`config.mk`:
```
export PLATFORM = sky130hd
export DESIGN_NAME = button_conditioner
export DESIGN_NICKNAME = d
export VERILOG_FILES = /design/src/rtl/button_conditioner.sv
export SDC_FILE = /design/constraint.sdc
export NUM_CORES = 1
export LEC_CHECK = 0
export CAP_MARGIN = 10
export CORE_ASPECT_RATIO = 1.1
export CORE_MARGIN = 5
export CORE_UTILIZATION = 62
export CTS_CLUSTER_SIZE = 14
export DETAILED_ROUTE_END_ITERATION = 16
export PLACE_DENSITY = 0.84
export REMOVE_ABC_BUFFERS = 1
export SLEW_MARGIN = 0
export SYNTH_ARGS = -nofsm -noshare
export SYNTH_HDL_FRONTEND = slang
export SYNTH_SLANG_ARGS = --single-unit
```
`constraint.sdc`:
```
create_clock -name clk -period 3.5 [get_ports clk]
set_clock_uncertainty 0.2 [all_clocks]
set_input_delay 0.7 -clock clk [delete_from_list [all_inputs] [get_ports clk]]
set_output_delay 0.7 -clock clk [all_outputs]
set_load 0.01 [all_outputs]
```
`src/rtl/button_conditioner.sv`:
```
// Multi-channel button conditioner: 2-flop synchroniser, debounce, press/release
// edge pulses and per-channel auto-repeat pulse generation.
module button_conditioner #(
    parameter int unsigned N_CH          = 4,
    parameter int unsigned STABLE_CYCLES = 50000,
    parameter int unsigned REPEAT_DELAY  = 25000000,
    parameter int unsigned REPEAT_RATE   = 5000000,
    parameter bit          ACTIVE_LOW    = 1'b1
) (
    input  logic            clk,
    input  logic            rst_n,
    input  logic [N_CH-1:0] btn_in,
    input  logic [N_CH-1:0] repeat_en,
    output logic [N_CH-1:0] btn_level,
    output logic [N_CH-1:0] btn_press,
    output logic [N_CH-1:0] btn_release,
    output logic [N_CH-1:0] btn_repeat,
    output logic            btn_any
);

    localparam int unsigned DCNT_W  = $clog2(STABLE_CYCLES + 1);
    localparam int unsigned RPT_MAX = (REPEAT_DELAY > REPEAT_RATE) ? REPEAT_DELAY : REPEAT_RATE;
    localparam int unsigned RCNT_W  = $clog2(RPT_MAX + 1);

    localparam logic [DCNT_W-1:0] DCNT_LAST  = DCNT_W'(STABLE_CYCLES - 1);
    localparam logic [RCNT_W-1:0] DELAY_LAST = RCNT_W'(REPEAT_DELAY - 1);
    localparam logic [RCNT_W-1:0] RATE_LAST  = RCNT_W'(REPEAT_RATE - 1);
    localparam logic [N_CH-1:0]   PIN_IDLE   = {N_CH{ACTIVE_LOW}};

    typedef enum logic [1:0] {
        IDLE   = 2'd0,
        HOLD   = 2'd1,
        REPEAT = 2'd2
    } rpt_state_e;

    logic [N_CH-1:0]   sync1_q, sync2_q;
    logic [N_CH-1:0]   sample_c;
    logic [N_CH-1:0]   level_q, level_d;
    logic [N_CH-1:0]   press_q, press_d;
    logic [N_CH-1:0]   release_q, release_d;
    logic [N_CH-1:0]   repeat_q, repeat_d;
    logic [DCNT_W-1:0] dcnt_q [N_CH];
    logic [DCNT_W-1:0] dcnt_d [N_CH];
    logic [RCNT_W-1:0] rcnt_q [N_CH];
    logic [RCNT_W-1:0] rcnt_d [N_CH];
    rpt_state_e        state_q [N_CH];
    rpt_state_e        state_d [N_CH];

    // Synchronised pin normalised to 1 = pressed
    assign sample_c = sync2_q ^ PIN_IDLE;

    always_ff @(posedge clk or negedge rst_n) begin
        if (!rst_n) begin
            sync1_q   <= PIN_IDLE;
            sync2_q   <= PIN_IDLE;
            level_q   <= '0;
            press_q   <= '0;
            release_q <= '0;
            repeat_q  <= '0;
            for (int unsigned i = 0; i < N_CH; i++) begin
                dcnt_q[i]  <= '0;
                rcnt_q[i]  <= '0;
                state_q[i] <= IDLE;
            end
        end else begin
            sync1_q   <= btn_in;
            sync2_q   <= sync1_q;
            level_q   <= level_d;
            press_q   <= press_d;
            release_q <= release_d;
            repeat_q  <= repeat_d;
            for (int unsigned i = 0; i < N_CH; i++) begin
                dcnt_q[i]  <= dcnt_d[i];
                rcnt_q[i]  <= rcnt_d[i];
                state_q[i] <= state_d[i];
            end
        end
    end

    // Debounce: level flips once the sample has disagreed for STABLE_CYCLES edges
    always_comb begin
        level_d   = level_q;
        press_d   = '0;
        release_d = '0;
        for (int unsigned i = 0; i < N_CH; i++) begin
            dcnt_d[i] = '0;
            if (sample_c[i] != level_q[i]) begin
                if (dcnt_q[i] == DCNT_LAST) begin
                    level_d[i]   = sample_c[i];
                    press_d[i]   = sample_c[i];
                    release_d[i] = ~sample_c[i];
                end else begin
                    dcnt_d[i] = dcnt_q[i] + DCNT_W'(1);
                end
            end
        end
    end

    // Auto-repeat FSM; rcnt counts cycles since the press or the last repeat pulse.
    // A release being accepted this edge wins over a due repeat pulse.
    always_comb begin
        repeat_d = '0;
        for (int unsigned i = 0; i < N_CH; i++) begin
            state_d[i] = state_q[i];
            rcnt_d[i]  = rcnt_q[i];
            unique case (state_q[i])
                IDLE: begin
                    rcnt_d[i] = '0;
                    if (press_q[i] && repeat_en[i] && !release_d[i]) begin
                        if (REPEAT_DELAY == 1) begin
                            state_d[i]  = REPEAT;
                            repeat_d[i] = 1'b1;
                        end else begin
                            state_d[i] = HOLD;
                            rcnt_d[i]  = RCNT_W'(1);
                        end
                    end
                end
                HOLD: begin
                    if (release_d[i] || !level_q[i] || !repeat_en[i]) begin
                        state_d[i] = IDLE;
                        rcnt_d[i]  = '0;
                    end else if (rcnt_q[i] == DELAY_LAST) begin
                        state_d[i]  = REPEAT;
                        repeat_d[i] = 1'b1;
                        rcnt_d[i]   = '0;
                    end else begin
                        rcnt_d[i] = rcnt_q[i] + RCNT_W'(1);
                    end
                end
                REPEAT: begin
                    if (release_d[i] || !level_q[i] || !repeat_en[i]) begin
                        state_d[i] = IDLE;
                        rcnt_d[i]  = '0;
                    end else if (rcnt_q[i] == RATE_LAST) begin
                        repeat_d[i] = 1'b1;
                        rcnt_d[i]   = '0;
                    end else begin
                        rcnt_d[i] = rcnt_q[i] + RCNT_W'(1);
                    end
                end
                default: begin
                    state_d[i] = IDLE;
                    rcnt_d[i]  = '0;
                end
            endcase
        end
    end

    assign btn_level   = level_q;
    assign btn_press   = press_q;
    assign btn_release = release_q;
    assign btn_repeat  = repeat_q;
    assign btn_any     = |level_q;

endmodule

```
==> results by group, run 1 <==
Status
  • Outcome: complete, no violations

Global routing
  • Initial antenna violation count: 0
  • Vias in the first global route: 7424
  • Largest net degree at the start of global routing: 91
  • First-pass GRT wire length: 34100 um
  • Grt ovf: 0
  • Gr usage total: 0.225

Floorplanning
  • Num rows: 48
  • Die Height: 142 um
  • Io pins: 27
  • Die W: 130 um
  • Core ar.: 0.0156 sq mm
  • Initial Util: 0.628
  • Die area: 0.0184 sq mm

Setup path
  • Critical Path Start Type: register
  • Worst Path Arrival: 1.98 ns
  • CP Capture Type: output pin
  • CP required: 2.60 ns
  • Crit path max fanout: 8
  • Worst path slowest cell: or4_1
  • Setup CP Type: reg -> out
  • Cells along the critical path: or4_1 -> clkdlybuf4s50_1
  • Critical Path Max Stage Delay: 0.54 ns

Final layout
  • Final Util: 0.700
  • Fin nets: 1071
  • Non-Filler Instances: 1250
  • FILL cells: 1173
  • Post-route cell area: 0.0109 sq mm
  • N_diodes: 0
  • P&R area growth vs syn: 11.5%
  • Share of layout cells above drive strength 1: 0.0619

Detailed routing
  • TritonRoute pass-1 iters: 5
  • Vias per cell: 5.83
  • Wire per inst: 15.3 um
  • DRC Markers: 0
  • Final WL: 19100 um
  • Drt first-iter violations: 609
  • Antenna Nets Post-Route: 0
  • Via Count: 7290

Hold path
  • HP Class: in -> async

Place
  • IO buf count: 26
  • Placed Area: 0.0103 sq mm
  • GPL Wtd Cong: 0.842
  • Post-DP HPWL: 12800 um
  • Placed cell count: 1218

CTS
  • CTS tree: done
  • Post-CTS Setup Bufs: 0
  • H-tree Lvls: 4
  • Clock Sinks: 196
  • Total CTS buffers: 17
  • Clk slew on worst S/H paths: 0.07 ns
  • Clk_lat worst skew: 0.44 ns
  • Root buffer cell: clkbuf_16
  • Hold Buf Count CTS: 0
  • Post-cts repair resize count: 0
  • CTS max path bufs: 2

Timing
  • Period utilization: 0.823
  • Slew @ Worst Pin: 0.776 ns
  • Fmax: 0.347 GHz
  • Worst hold slack: 0.0999 ns
  • Slew HR: 0.483
  • Slew Viols, Final: 0
  • Final TNS setup: 0 ns
  • Tmin final: 2.88 ns
  • RSZ-0062 raised after global routing: no
  • Number of setup violations in the final report: 0
  • Hold Fails Final Rpt: 0

Pwr
  • Leak: 4.37 nW
  • Peak supply drop: 0.000373 V
  • Power density over cell area: 402 mW/mm^2

Logic synthesis
  • Post-synth top flop: dfrtp_1
  • Cells after Synth: 1001
  • Synthesized area per cell: 9.80 sq um
  • YS warnings: 0
  • Main area contributors after synthesis: dfrtp_1 (48%), nor2_1 (7.3%), xor2_1 (6.6%)
  • Area leader, netlist: dfrtp_1
  • Asr flop ratio synth: 1.00
  • Syn Std Cell Area: 0.00981 sq mm
  • Post-synth EDFFs: 0
  • Yosys reg bits: 196
  • Seq/Total Area, Yosys: 0.501
  • Synth top area share: 0.479
  • Synth cell types: 58

Job
  • Max_cap viols: 0
-- where the power goes --
group,internal [W],switching (W),leakage [nW]
Sequential,0.00228,0.0000142,2.70
Clock,0.00118,0.000825,0.293
Combinational,0.0000276,0.0000647,1.37
Total,0.00349,0.000904,4.37
-- layout by cell type, fill, tap and decap left out, types with 5 or more instances in the layout --
| cell | Yosys | routed |
|---|---|---|
| nand4_1 | 49 | 49 |
| dfstp_2 | 8 | 8 |
| dfrtp_1 | 188 | 188 |
| or3_1 | 7 | 7 |
| a21oi_1 | 11 | 11 |
| inv_1 | 30 | 30 |
| xor2_1 | 74 | 74 |
| o21ai_0 | 14 | 14 |
| nor4_1 | 18 | 18 |
| clkbuf_16 | 0 | 17 |
| nor2_1 | 190 | 190 |
| ha_1 | 24 | 24 |
| nand3_1 | 53 | 53 |
| buf_4 | 0 | 7 |
| and3_1 | 27 | 27 |
| xnor2_1 | 73 | 73 |
| and4_1 | 17 | 17 |
| and2_1 | 6 | 6 |
| nor3_1 | 31 | 31 |
| or2_2 | 5 | 5 |
| nor4b_1 | 9 | 9 |
| nand4b_1 | 6 | 6 |
| or4_1 | 8 | 8 |
| clkdlybuf4s50_1 | 0 | 25 |
| nand2_1 | 73 | 73 |
-- logic make-up (layout without fill, tap and decap cells) --
kind of cell | count (synthesis) | in the layout | share of synthesized area
adders and majority gates | 24 | 24 | 0.0306
DFF | 196 | 196 | 0.501
AOI/OAI and AO/OA | 61 | 61 | 0.0435
buffers and inverters | 48 | 97 | 0.0205
xor gates and xnor gates | 147 | 147 | 0.131
and+or+nand+nor | 525 | 525 | 0.273
-- synth_stat cells, types with 3 or more instances --
master,n
or4b_1,4
o21ai_0,14
o22ai_1,3
or3_1,7
and3_1,27
buf_2,5
nand4_1,49
clkbuf_1,11
and4_1,17
nor4b_1,9
dfrtp_1,188
nand2_1,73
nor2_1,190
ha_1,24
and2_1,6
nand3_1,53
inv_1,30
or2_2,5
xnor2_1,73
o211ai_1,4
xor2_1,74
or4b_2,4
nor3b_1,3
a22oi_1,4
nand3b_1,4
nand4b_1,6
nor3_1,31
a21oi_1,11
dfstp_2,8
o32ai_1,3
nor4_1,18
or4_1,8
-- critical path: cells and delay by family (launching register included) --
family	cells	cell delay, ns
buffers and inverters	1	0.50
flip-flops	1	0.51
AND/OR/NAND/NOR	1	0.54
-- flip-flops by register name, summed over array words and instances (netlist names) --
signal,flops
rcnt_q,100
dcnt_q,64
state_q,8
btn_level,4
btn_press,4
btn_release,4
btn_repeat,4
sync1_q,4
sync2_q,4
-- worst paths after layout --
| check | cells after the start | startpoint | end | slack (ns) |
|---|---|---|---|---|
| min | 1 | rst_n | rcnt_q[62] | 0.1 |
| min reg2reg | 0 | sync1_q[2] | sync2_q[2] | 0.16 |
| min in group clk | 0 | sync1_q[2] | sync2_q[2] | 0.16 |
| max in group asynchronous | 2 | rst_n | sync1_q[2] | 2.21 |
| max | 2 | btn_level[0] | btn_any | 0.62 |
| max reg2reg | 5 | rcnt_q[56] | rcnt_q[73] | 0.63 |
-- metrics by stage --
step | worst slack, ns | power [W]
final | 0.619 | 0.00440
after global routing | 0.434 | 0.00455
after CTS | 0.594 | 0.00443
after detailed placement | 0.599 | 0.00244
after global placement | 0.687 | 0.00243
after floorplan | 0.659 | 0.00236
-- routing by layer --
| layer | vias up | global-route usage | routed length, um |
|---|---|---|---|
| met5 | - | 0 | 0 |
| met4 | 0 | 0.0739 | 327 |
| met3 | 30 | 0.0484 | 645 |
| met2 | 119 | 0.372 | 9370 |
| met1 | 3576 | 0.299 | 8750 |
| li1 | 3565 | - | - |
-- area by class of cell --
cell class / instances / area (sq um) / share of cell area
multi-input combinational: 757 / 4700 / 0.429
clock buffer: 23 / 478 / 0.0437
inverter: 30 / 113 / 0.0103
timing repair buffer: 35 / 357 / 0.0326
sequential: 196 / 4910 / 0.449
tap: 200 / 250 / 0.0229
clock inverter: 9 / 129 / 0.0118
No activity file was read; power rests on OpenSTA's default activity.
==> run 2, diff against run 1 <==
CORE_UTILIZATION = 56   (was 62)
PLACE_DENSITY = 0.8   (was 0.84)
clock period = 2.39 ns   (was 3.5 ns; I/O delays follow)
==> run 2 against run 1 <==
Core utilization is 0.15 points lower. Highest routed layer unchanged. Global-route usage is 1.4 points lower. The run now ends with negative setup slack left. Wire length is 9.3% higher. Largest cell class unchanged. Via count is 4.8% higher.
==> results by group, run 2 (synthesis results as in run 1) <==
Status
  • Outcome: complete, but fails checks
  • Failing checks: negative setup slack

Final layout
  • Max reg flops: 100
  • Most frequent cells in the layout: dfrtp_1 (188), nor2_1 (182), buf_4 (83)
  • P&R area growth vs syn: 22.1%
  • FILL cells: 1245
  • Biggest regs: rcnt_q x100, dcnt_q x64, state_q x8
  • Non-Filler Instances: 1372
  • N_diodes: 0
  • Top reg by flops: rcnt_q
  • Most common cell after layout, fill and taps aside: dfrtp_1
  • Reg area: 0.00491 sq mm
  • Multi-input logic area: 0.00489 sq mm
  • Fin nets: 1159
  • Share of layout cells above drive strength 1: 0.167

Floorplanning
  • Num rows: 50
  • Die area: 0.0203 sq mm
  • Die W: 136 um
  • Io pins: 27
  • Die Height: 149 um
  • Core ar.: 0.0171 sq mm
  • Initial Util: 0.572

Pwr
  • Design Power: 0.00656 W
  • Leak: 4.92 nW
  • Peak supply drop: 0.000519 V
  • Power density over cell area: 548 mW/mm^2

Detailed routing
  • DRC Markers: 0
  • Via Count: 7641
  • Vias per cell: 5.57
  • Drt first-iter violations: 501
  • Final WL: 20900 um
  • TritonRoute pass-1 iters: 6
  • Wire per inst: 15.2 um
  • Antenna Nets Post-Route: 0

Place
  • Placed cell count: 1329
  • GPL Wtd Cong: 0.792
  • Post-DP HPWL: 14100 um
  • DP Worst Slack: -0.259 ns
  • IO buf count: 26

Global routing
  • Vias in the first global route: 7541
  • Initial antenna violation count: 0
  • Largest net degree at the start of global routing: 55
  • Grt ovf: 0
  • First-pass GRT wire length: 35100 um
  • Gr usage total: 0.212

Setup path
  • RR Startpoint: rcnt_q[60]
  • Crit path max fanout: 7
  • Setup CP Type: reg -> reg
  • Worst R2R End: rcnt_q[66]
  • Worst Path Arrival: 2.61 ns
  • CP Capture Type: register
  • Critical Path Start Type: register
  • R2r worst-path depth: 7
  • Reg2reg setup slack: -0.10 ns
  • CP required: 2.51 ns
  • Worst Setup SP: rcnt_q[60]

CTS
  • CTS tree: done
  • Clk_lat worst skew: 0.43 ns
  • Clock Sinks: 196
  • Root buffer cell: clkbuf_16
  • H-tree Lvls: 4
  • Total CTS buffers: 17
  • Clk slew on worst S/H paths: 0.07 ns
  • CTS max path bufs: 2

Timing
  • Final TNS setup: -1.83 ns
  • Fmax: 0.402 GHz
  • Period utilization: 1.04
  • Slew @ Worst Pin: 0.558 ns
  • Hold Fails Final Rpt: 0
  • Slew HR: 0.627
  • Number of setup violations in the final report: 27
  • Final setup margin: -0.100 ns
  • RSZ-0062 raised after global routing: yes
  • Slew Viols, Final: 0
  • Tmin final: 2.49 ns

Job
  • Max_cap viols: 0

Hold path
  • WHS Path Cells: 0
  • WHS Endpoint: sync2_q[1]
  • Origin of the worst min-delay path: sync1_q[1]
  • HP Class: reg -> reg
run 2: changes by cell type in the layout (fill, tap and decap cells not counted), moves of 4 or more:
cell,change
or4_1,-5
or4b_4,+4
buf_4,+76
or4_4,+5
nor2_2,+7
nor2_1,-8
buf_12,+4
run 2: what timing repair did:
action                                 CTS  global route
resized for setup                       15            39
gates cloned                             1             2
endpoints found under the hold margin   48             0
buffers inserted                         2             5
pin swaps                               12            12
hold buffers                             1             0
setup endpoints to repair               56            92
run 2: where the power goes:
group,switching (W),internal [W]
Sequential,0.0000213,0.00334
Combinational,0.0000998,0.0000525
Clock,0.00123,0.00181
run 2: cell type report:
cell class | instances | area share
flip-flops and latches | 196 | 0.410
repair buffers | 123 | 0.0943
clock inverters | 11 | 0.0146
multi-input cells | 757 | 0.409
well taps | 234 | 0.0244
inverters | 30 | 0.00940
clock buffers | 21 | 0.0384
run 2: worst max path at each step:
stage	slack (ns)	end
floorplan	-0.45	rcnt_q[0]
global placement	-0.19	rcnt_q[71]
detailed placement	-0.26	rcnt_q[71]
CTS	-0.06	rcnt_q[55]
global route	-0.17	rcnt_q[61]
finish	-0.10	rcnt_q[66]
run 2: metal layers:
metal  global-route usage  routed length [um]  vias up
li1                     -                   -     3745
met1                0.283                9250     3728
met2                0.348               10700      136
met3               0.0408                 608       32
met4               0.0696                 340        0
met5                    0                   0        -
run 2: through the flow:
step            util  instance area [sq um]  hold slack, ns
3_3_place_gp   0.642                  11000           0.146
3_5_place_dp   0.642                  11000           0.147
2_1_floorplan      -                   9720         -0.0176
5_1_grt        0.699                  12000           0.159
4_1_cts        0.686                  11800           0.156
6_report       0.699                  12000           0.156
run 2: critical path: stages, from the launching register on:
cell and delay (ns):
dfrtp_1 0.38, or4b_1 0.52, or4_4 0.52, o41ai_2 0.22
a2111o_2 0.23, buf_6 0.14, buf_8 0.14, nor2_2 0.04
